--- src/rtl/srl_fifo_pkg.sv ---
// Shared sizing helpers and handshake event encoding for the SRL-based FIFO.
// Everything here is compile-time only; no logic is generated from the package.
// Both the interface and the RTL derive counter/address widths from it.
package srl_fifo_pkg;

  // Ceiling log2, with a minimum result of 0 for v <= 1
  function automatic int clog2(input int v);
    int r;
    r = 0;
    while ((1 << r) < v) r++;
    return r;
  endfunction

  // Occupancy counter width: must hold 0..DEPTH inclusive
  function automatic int cnt_w(input int depth);
    return clog2(depth + 1);
  endfunction

  // Storage address width: selects entries 0..DEPTH-1
  function automatic int addr_w(input int depth);
    return clog2(depth);
  endfunction

  // Handshake events on one active edge, packed as {push, pop}
  typedef enum logic [1:0] {
    EV_IDLE = 2'b00,
    EV_POP  = 2'b01,
    EV_PUSH = 2'b10,
    EV_BOTH = 2'b11
  } ev_e;

endpackage

--- src/rtl/srl_fifo_if.sv ---
// Handshake/data bundle of the SRL FIFO.
// master = producer/consumer environment, slave = the FIFO itself.
// WIDTH and DEPTH must match the parameters of the attached srl_fifo.
interface srl_fifo_if
  import srl_fifo_pkg::*;
#(
  parameter int WIDTH = 8,
  parameter int DEPTH = 32
);
  localparam int CNT_W = cnt_w(DEPTH);

  logic [WIDTH-1:0] I_DATA;
  logic             I_VALID;
  logic             I_READY;
  logic [WIDTH-1:0] O_DATA;
  logic             O_VALID;
  logic             O_READY;
  logic [CNT_W-1:0] COUNT;
  logic             FULL;
  logic             EMPTY;
  logic [WIDTH-1:0] LAST;

  modport master (
    output I_DATA, I_VALID, O_READY,
    input  I_READY, O_DATA, O_VALID, COUNT, FULL, EMPTY, LAST
  );

  modport slave (
    input  I_DATA, I_VALID, O_READY,
    output I_READY, O_DATA, O_VALID, COUNT, FULL, EMPTY, LAST
  );

endinterface

--- src/rtl/srl_shift_array.sv ---
// Addressable shift register: shifts D in at entry 0 when CE, reads entry A.
// Latency: write visible the edge after CE; read is combinational from A.
// No backpressure and no reset: contents start at INIT_WORD and only move on CE.
module srl_shift_array
  import srl_fifo_pkg::*;
#(
  parameter int               WIDTH           = 8,
  parameter int               DEPTH           = 32,
  parameter logic [WIDTH-1:0] INIT_WORD       = '0,
  parameter bit               IS_CLK_INVERTED = 1'b0,
  localparam int              ADDR_W          = addr_w(DEPTH)
) (
  input  logic              CLK,
  input  logic              CE,
  input  logic [WIDTH-1:0]  D,
  input  logic [ADDR_W-1:0] A,
  output logic [WIDTH-1:0]  Q,
  output logic [WIDTH-1:0]  LAST
);

  logic             clk_i;
  logic [WIDTH-1:0] r [DEPTH] = '{default: INIT_WORD};

  assign clk_i = IS_CLK_INVERTED ? ~CLK : CLK;

  // Shift the whole chain by one on enable; entry 0 takes the new word
  always_ff @(posedge clk_i) begin
    if (CE) begin
      r[0] <= D;
      for (int k = 1; k < DEPTH; k++) r[k] <= r[k-1];
    end
  end

  // Addresses past the last entry only occur for non-power-of-two depths
  assign Q    = (32'(A) < DEPTH) ? r[A] : '0;
  assign LAST = r[DEPTH-1];

endmodule

--- src/rtl/srl_fifo.sv ---
// First-word-fall-through FIFO on a shift-register array addressed by occupancy.
// Latency: a word pushed into an empty FIFO is on O_DATA right after that edge.
// Backpressure: I_READY = !FULL from registered state only, independent of O_READY.
module srl_fifo
  import srl_fifo_pkg::*;
#(
  parameter int               WIDTH           = 8,
  parameter int               DEPTH           = 32,
  parameter logic [WIDTH-1:0] INIT_WORD       = '0,
  parameter bit               IS_CLK_INVERTED = 1'b0
) (
  input  logic      CLK,
  input  logic      RST,
  srl_fifo_if.slave bus
);

  localparam int CNT_W  = cnt_w(DEPTH);
  localparam int ADDR_W = addr_w(DEPTH);

  logic              clk_i;
  logic [CNT_W-1:0]  count;
  logic              full_q;
  logic              empty_q;
  logic              push;
  logic              pop;
  ev_e               ev;
  logic [ADDR_W-1:0] rd_addr;
  logic [WIDTH-1:0]  head;

  assign clk_i = IS_CLK_INVERTED ? ~CLK : CLK;

  // A full FIFO refuses pushes even when a pop frees a slot on the same edge
  assign push = bus.I_VALID & ~full_q;
  assign pop  = bus.O_READY & ~empty_q;
  assign ev   = ev_e'({push, pop});

  // Oldest word lives at entry count-1; the empty case is masked below
  assign rd_addr = ADDR_W'(count - 1'b1);

  srl_shift_array #(
    .WIDTH           (WIDTH),
    .DEPTH           (DEPTH),
    .INIT_WORD       (INIT_WORD),
    .IS_CLK_INVERTED (IS_CLK_INVERTED)
  ) u_array (
    .CLK  (CLK),
    .CE   (push),
    .D    (bus.I_DATA),
    .A    (rd_addr),
    .Q    (head),
    .LAST (bus.LAST)
  );

  // Occupancy and flags; storage is never cleared, reset only empties logically
  always_ff @(posedge clk_i or posedge RST) begin
    if (RST) begin
      count   <= '0;
      full_q  <= 1'b0;
      empty_q <= 1'b1;
    end else begin
      case (ev)
        EV_PUSH: begin
          count   <= count + 1'b1;
          full_q  <= (count == CNT_W'(DEPTH - 1));
          empty_q <= 1'b0;
        end
        EV_POP: begin
          count   <= count - 1'b1;
          full_q  <= 1'b0;
          empty_q <= (count == CNT_W'(1));
        end
        default: begin
          count   <= count;
          full_q  <= full_q;
          empty_q <= empty_q;
        end
      endcase
    end
  end

  assign bus.I_READY = ~full_q;
  assign bus.O_VALID = ~empty_q;
  assign bus.O_DATA  = empty_q ? '0 : head;
  assign bus.COUNT   = count;
  assign bus.FULL    = full_q;
  assign bus.EMPTY   = empty_q;

endmodule

--- src/flat_wrapper.sv ---
// flat-port wrapper written by rule: the top's interface ports become plain ports
module srl_fifo_flat import srl_fifo_pkg::*;
#(
  parameter int               WIDTH           = 8,
  parameter int               DEPTH           = 32,
  parameter logic [WIDTH-1:0] INIT_WORD       = '0,
  parameter bit               IS_CLK_INVERTED = 1'b0
)
  (CLK, RST, bus_I_DATA, bus_I_VALID, bus_O_READY, bus_I_READY, bus_O_DATA, bus_O_VALID, bus_COUNT, bus_FULL, bus_EMPTY, bus_LAST);
  srl_fifo_if #(.WIDTH(WIDTH), .DEPTH(DEPTH)) bus_i ();
  input  logic CLK;
  input  logic RST;
  input wire logic [$bits(bus_i.I_DATA)-1:0] bus_I_DATA;
  input wire logic [$bits(bus_i.I_VALID)-1:0] bus_I_VALID;
  input wire logic [$bits(bus_i.O_READY)-1:0] bus_O_READY;
  output wire logic [$bits(bus_i.I_READY)-1:0] bus_I_READY;
  output wire logic [$bits(bus_i.O_DATA)-1:0] bus_O_DATA;
  output wire logic [$bits(bus_i.O_VALID)-1:0] bus_O_VALID;
  output wire logic [$bits(bus_i.COUNT)-1:0] bus_COUNT;
  output wire logic [$bits(bus_i.FULL)-1:0] bus_FULL;
  output wire logic [$bits(bus_i.EMPTY)-1:0] bus_EMPTY;
  output wire logic [$bits(bus_i.LAST)-1:0] bus_LAST;
  assign bus_i.I_DATA = bus_I_DATA;
  assign bus_i.I_VALID = bus_I_VALID;
  assign bus_i.O_READY = bus_O_READY;
  assign bus_I_READY = bus_i.I_READY;
  assign bus_O_DATA = bus_i.O_DATA;
  assign bus_O_VALID = bus_i.O_VALID;
  assign bus_COUNT = bus_i.COUNT;
  assign bus_FULL = bus_i.FULL;
  assign bus_EMPTY = bus_i.EMPTY;
  assign bus_LAST = bus_i.LAST;
  srl_fifo #(.WIDTH(WIDTH), .DEPTH(DEPTH), .INIT_WORD(INIT_WORD), .IS_CLK_INVERTED(IS_CLK_INVERTED)) u_core (.CLK(CLK), .RST(RST), .bus(bus_i));
endmodule
--- config.mk ---
export PLATFORM = sky130hd
export DESIGN_NAME = srl_fifo_flat
export DESIGN_NICKNAME = d
export VERILOG_FILES = /design/src/rtl/srl_fifo_pkg.sv /design/src/rtl/srl_fifo_if.sv /design/src/rtl/srl_shift_array.sv /design/src/rtl/srl_fifo.sv /design/src/flat_wrapper.sv
export SDC_FILE = /design/constraint.sdc
export NUM_CORES = 1
export LEC_CHECK = 0
export CORE_UTILIZATION = 60
export CTS_CLUSTER_DIAMETER = 150
export DETAILED_ROUTE_END_ITERATION = 8
export HOLD_SLACK_MARGIN = 0.06
export PLACE_DENSITY = 0.88
export SYNTH_ARGS = -nofsm -noshare
export SYNTH_HDL_FRONTEND = slang
export SYNTH_SLANG_ARGS = --single-unit
--- constraint.sdc ---
create_clock -name CLK -period 8.3 [get_ports CLK]
set_input_delay 0.83 -clock CLK [delete_from_list [all_inputs] [get_ports CLK]]
set_output_delay 0.83 -clock CLK [all_outputs]
set_load 0.02 [all_outputs]
After elaboration in Yosys (flattened, before gate mapping). Memory sizes are Yosys's and may differ from the RTL's. Index checks and enable logic that the tools add are counted.

Register bits after elaboration: 8. Memory bits (writable): 256. Input bits: 12. Output and inout bits: 26. Word-level logic and storage cells: 21. Memories: 1.

Memories: u_core.u_array.r (depth 32, width 8, read ports 33, clocked after Yosys merged registers in 0, write ports 32, line srl_shift_array.sv:22) `logic [WIDTH-1:0] r [DEPTH] = '{default: INIT_WORD};`.

Add/subtract/negate cells: 2. Eq/ne operators: 4. Multiplexer cells: 6. Bitwise operators: 4. Reduce and logical (&&, ||, !) cells: 1.

Operator list (number): $pmux 6 s2 (1); $mux 8 (1); $add 6x1->6 const B (1); $eq 6x1->1 const B (1); $eq 6x5->1 const B (1); $sub 6x1->6 const B (1); $pmux 1 s2 (2); $and 1x1->1 (2); $eq 2x1->1 const B (1); $eq 2x2->1 const B (1); $mux 1 (2); $not 1->1 (2); $reduce_bool 2->1 (1).

Longest topological paths before layout.
Depth in word-level cells: 4. Mapped depth: 11. Depth with buffers taken out: 8.

Modules after synthesis. From an unflattened synthesis, not the netlist that was laid out.

Cells, all modules: 429. Area total of the unflattened synthesis: 10286.1 µm².

By module, submodules not included: srl_shift_array (times used 1, cells each 363, area each 9681.8 µm², sequential area each 7687.4 µm²); srl_fifo (times used 1, cells each 66, area each 604.3 µm², sequential area each 201.4 µm²).

Worst setup path before layout. Ideal clock, no wire load.

Kind: input port to flip-flop. From: input port bus_I_VALID. To: memory u_core.u_array.r[0][0] (enable). Setup time: 607 ps. Arrival: 5847 ps. Required time: 7693 ps. Setup slack: 1846 ps. Stages on the path: 2. Path buffers: 0. Cell sequence: nand2_1 -> inv_1.

RTL lines: start, declared (line flat_wrapper.sv:14) `input wire logic [$bits(bus_i.I_VALID)-1:0] bus_I_VALID;`; end, declared (line srl_shift_array.sv:22).

Worst setup path in the final report.
From: register u_core.count[0], in the netlist u_core.bus.COUNT[0]. To: output port bus_O_DATA[5].

Cells in the longest elaborated chain, start to end: 3.

RTL lines: start, declared (line srl_fifo.sv:21) `logic [CNT_W-1:0] count;`; start signal, assigned (line srl_fifo.sv:63) `count <= count + 1'b1;`; start signal, assigned (line srl_fifo.sv:68) `count <= count - 1'b1;`; start signal, assigned (line srl_fifo.sv:73) `count <= count;`; $sub 6x1->6 (line srl_fifo.sv:38) `assign rd_addr = ADDR_W'(count - 1'b1);`; $mem_v2 32x8; $mux 8 (line srl_fifo.sv:83) `assign bus.O_DATA = empty_q ? '0 : head;`; end, declared (line flat_wrapper.sv:17) `output wire logic [$bits(bus_i.O_DATA)-1:0] bus_O_DATA;`.

No other way between the ends.

==> results.toml <==
[timing]
relSlewSlack_pct = 23.5
hold_viol_final = 0
final-setup-viol-count = 0
drv_slew = 0
grt_setup_unrepaired = "no"
setup_tns_ns = 0
timing.fmax_ghz = 0.151
worst_pin_slew_ns = 1.15
clock_skew_ns = 0.0171
fin_crit_sh_pct = 79.8
period_needed_ns = 6.62
holdWs_ns = 0.439

[yosys]
ys_types = 36
synth-warning-count = 0
synth_seq_area_share_pct = 75.6
synthFlopType = "edfxtp_1"
syn_area_sq_mm = 0.0104
synth_fp_nets = 577
synth_seq_cells = 264
synth-edff-count = 256
postSynthCellCount = 561
synthArstFlopShare_pct = 3.03
synth_area_per_cell_sq_um = 18.6

[place]
io_buffers = 37
placed_cells = 792
dp_hpwl_mm = 11.6
gp_congestion = 0.827

[hold_path]
hold_depth = 0
min_to = "u_core.u_array.r[24][5]"
min_from = "u_core.u_array.r[23][5]"
hold_path.class = "reg2reg"

[global_routing]
grt_max_degree = 151
grtUsageTotal_pct = 23.6
grt_pass1_wl_mm = 31.5
grt_pass1_vias = 5442
grt-ovfl-total = 0
antenna_found_initial = 0

[critical_path]
reg2reg_from = "u_core.bus.FULL"
end_kind = "primary output"
crit_required_ns = 7.47
worstPathArrival_ns = 5.79
critical_path.reg2reg.endpoint = "u_core.u_array.r[7][2]"
critical_path_class = "reg2out"
crit_fanout = 24
cp-start-kind = "register"
rrSetupSlack_ns = 5.15
reg2regPathDepth = 5

[cts]
cts_hold_buf = 0
cts.repair.resized = 0
root_buffer = "clkbuf_16"
clkSinkCount = 264
cts_made_buffers = 26
max-clock-path-buffers = 3
clk_pin_slew_ns = 0.06
cts_tree = "built"
insertion_delay_ns = 0.54
htreeDepth = 1
post_cts_buffers = 0

[power]
p_leak_nw = 3.98
internal_power_w = 0.00310
p_total_w = 0.00478
combPwrFrac_pct = 41.3
clkPwrFrac_pct = 22.8
swShare_pct = 35.1
p_sw_w = 0.00168
seqPwrFrac_pct = 35.9
ir_drop_uv = 265
powerDensity_mw_per_mm2 = 405

[run_status]
status = "completed"

[drt]
vias = 5479
drt_first_iter_violations = 668
routed_wl_mm = 20.6
dr.pass1.iters = 5
drc = 0
viasPerCell = 6.53
wl_per_cell_um = 24.5
drtAntennaViolNets = 0

[final_layout]
n_antenna_cell = 0
layout-drive-gt1-share_pct = 22.1
fillers = 974
multi_input_area_sq_mm = 0.00241
regArea_sq_mm = 0.00789
fin_nets = 616
fin_cells = 839
synthToLayoutAreaGrowth_pct = 13.0

[die]
num_rows = 47
die_x_um = 134
die_area_sq_mm = 0.0179
initial_core_util_pct = 62.3
fp.dieH_um = 134
core_sq_mm = 0.0168
ioPinCount = 38

[flow_run]
drv_cap = 0
[synthesized netlist by cell type, types with 2 or more instances]
cell type	count	area (sq um)
mux2_2	62	698
nor3_1	11	55.1
nor3b_1	2	15.0
nor2_1	5	18.8
a31oi_1	3	18.8
a2111oi_0	14	123
xor2_1	4	35.0
o22ai_1	30	188
mux4_2	19	428
buf_1	5	18.8
nand2_1	23	86.3
buf_2	6	30.0
inv_1	7	26.3
nor2b_1	16	100
nand2b_1	3	18.8
dfrtp_1	7	175
buf_6	2	22.5
o21ai_0	3	15.0
a211oi_1	9	67.6
xnor2_1	4	35.0
or2_2	2	12.5
ha_1	4	50.1
or4_1	8	60.1
a211oi_2	5	62.6
edfxtp_1	256	7690
mux2i_1	20	200
a21oi_1	7	35.0
clkbuf_1	16	60.1
[kinds of logic (layout without fill, tap and decap cells)]
| group | count (synthesis) | count (layout) | share of synthesized area, % |
|---|---|---|---|
| buffers and inverters | 37 | 95 | 1.56 |
| and+or+nand+nor | 72 | 72 | 3.72 |
| adders and majority gates | 4 | 4 | 0.479 |
| muxes | 101 | 101 | 12.7 |
| AOI/OAI and AO/OA | 74 | 74 | 5.14 |
| xor gates and xnor gates | 9 | 9 | 0.827 |
| DFF | 264 | 264 | 75.6 |
[sequential cells by signal (all words and copies together) (netlist names)]
name,cells
u_core.bus.EMPTY,1
u_core.bus.COUNT,6
u_core.bus.FULL,1
u_core.u_array.r,256
[placed cells by master, fill, tap and decap left out, types with 3 or more instances in the layout]
master           Yosys  final
o22ai_1             30     30
a21oi_1              7      7
nand2b_1             3      3
a211oi_2             5      5
nor2_1               5      5
nor3_1              11     11
xnor2_1              4      4
a2111oi_0           14     14
ha_1                 4      3
nor2b_1             16     16
mux4_2              19     19
edfxtp_1           256    256
mux2i_1             20     20
clkinv_1             0      6
clkdlybuf4s50_1      0     37
a31oi_1              3      3
buf_4                0      4
a211oi_1             9      9
clkinv_2             0     10
mux2_2              62     62
inv_1                7      6
dfrtp_1              7      7
nand2_1             23     23
xor2_1               4      4
o21ai_0              3      3
clkbuf_16            0     26
or4_1                8      8
[critical path, stage by stage (launching register included)]
cell	delay, ns
dfrtp_1	0.79
inv_1	0.50
ha_4	0.33
xor2_4	0.89
nand2_1	0.94
o22ai_1	0.47
a2111oi_0	0.12
or4_1	0.63
clkdlybuf4s50_1	0.58
[metrics by stage]
step	instance area (sq um)	worst slack (ns)	utilization, %
6_report	11800	1.68	70.4
3_5_place_dp	11000	2.28	65.7
3_3_place_gp	11000	2.59	65.7
4_1_cts	11800	1.67	70.4
2_1_floorplan	10400	1.85	-
5_1_grt	11800	1.39	70.4
[power groups by stage]
stage | logic [W] | registers, W | clock network, W
final | 0.00198 | 0.00172 | 0.00109
after global routing | 0.00209 | 0.00173 | 0.00115
after CTS | 0.00197 | 0.00172 | 0.00110
after detailed placement | 0.00194 | 0.00174 | 0
after global placement | 0.00189 | 0.00172 | 0
after floorplan | 0.00141 | 0.00172 | 0
[layer usage]
metal  GRT usage (%)  vias to the layer above  routed length, um
met1            32.9                     2782               8310
met5               0                        -                  0
met2            36.6                      299               9860
met3            4.91                       47               1700
met4            9.85                        0                677
li1                -                     2351                  -
[worst max path at each step]
stage | end | start | slack (ns) | cells past startpoint
after global placement | bus_O_DATA[5] | u_core.bus.COUNT[0] | 2.59 | 8
after detailed placement | bus_O_DATA[5] | u_core.bus.COUNT[0] | 2.28 | 8
after global routing | bus_O_DATA[5] | u_core.bus.COUNT[0] | 1.39 | 8
final | bus_O_DATA[5] | u_core.bus.COUNT[0] | 1.68 | 8
after floorplan | u_core.u_array.r[0][0] | bus_I_VALID | 1.85 | 2
after CTS | bus_O_DATA[5] | u_core.bus.COUNT[0] | 1.67 | 8
[final cells by class]
class,instances,area share (%)
flip-flops and latches,264,66.9
well taps,220,2.33
multi-input cells,260,20.4
repair buffers,41,3.39
clock inverters,20,1.15
inverters,7,0.286
clock buffers,27,5.55
Power figures use the tool's default switching activity.
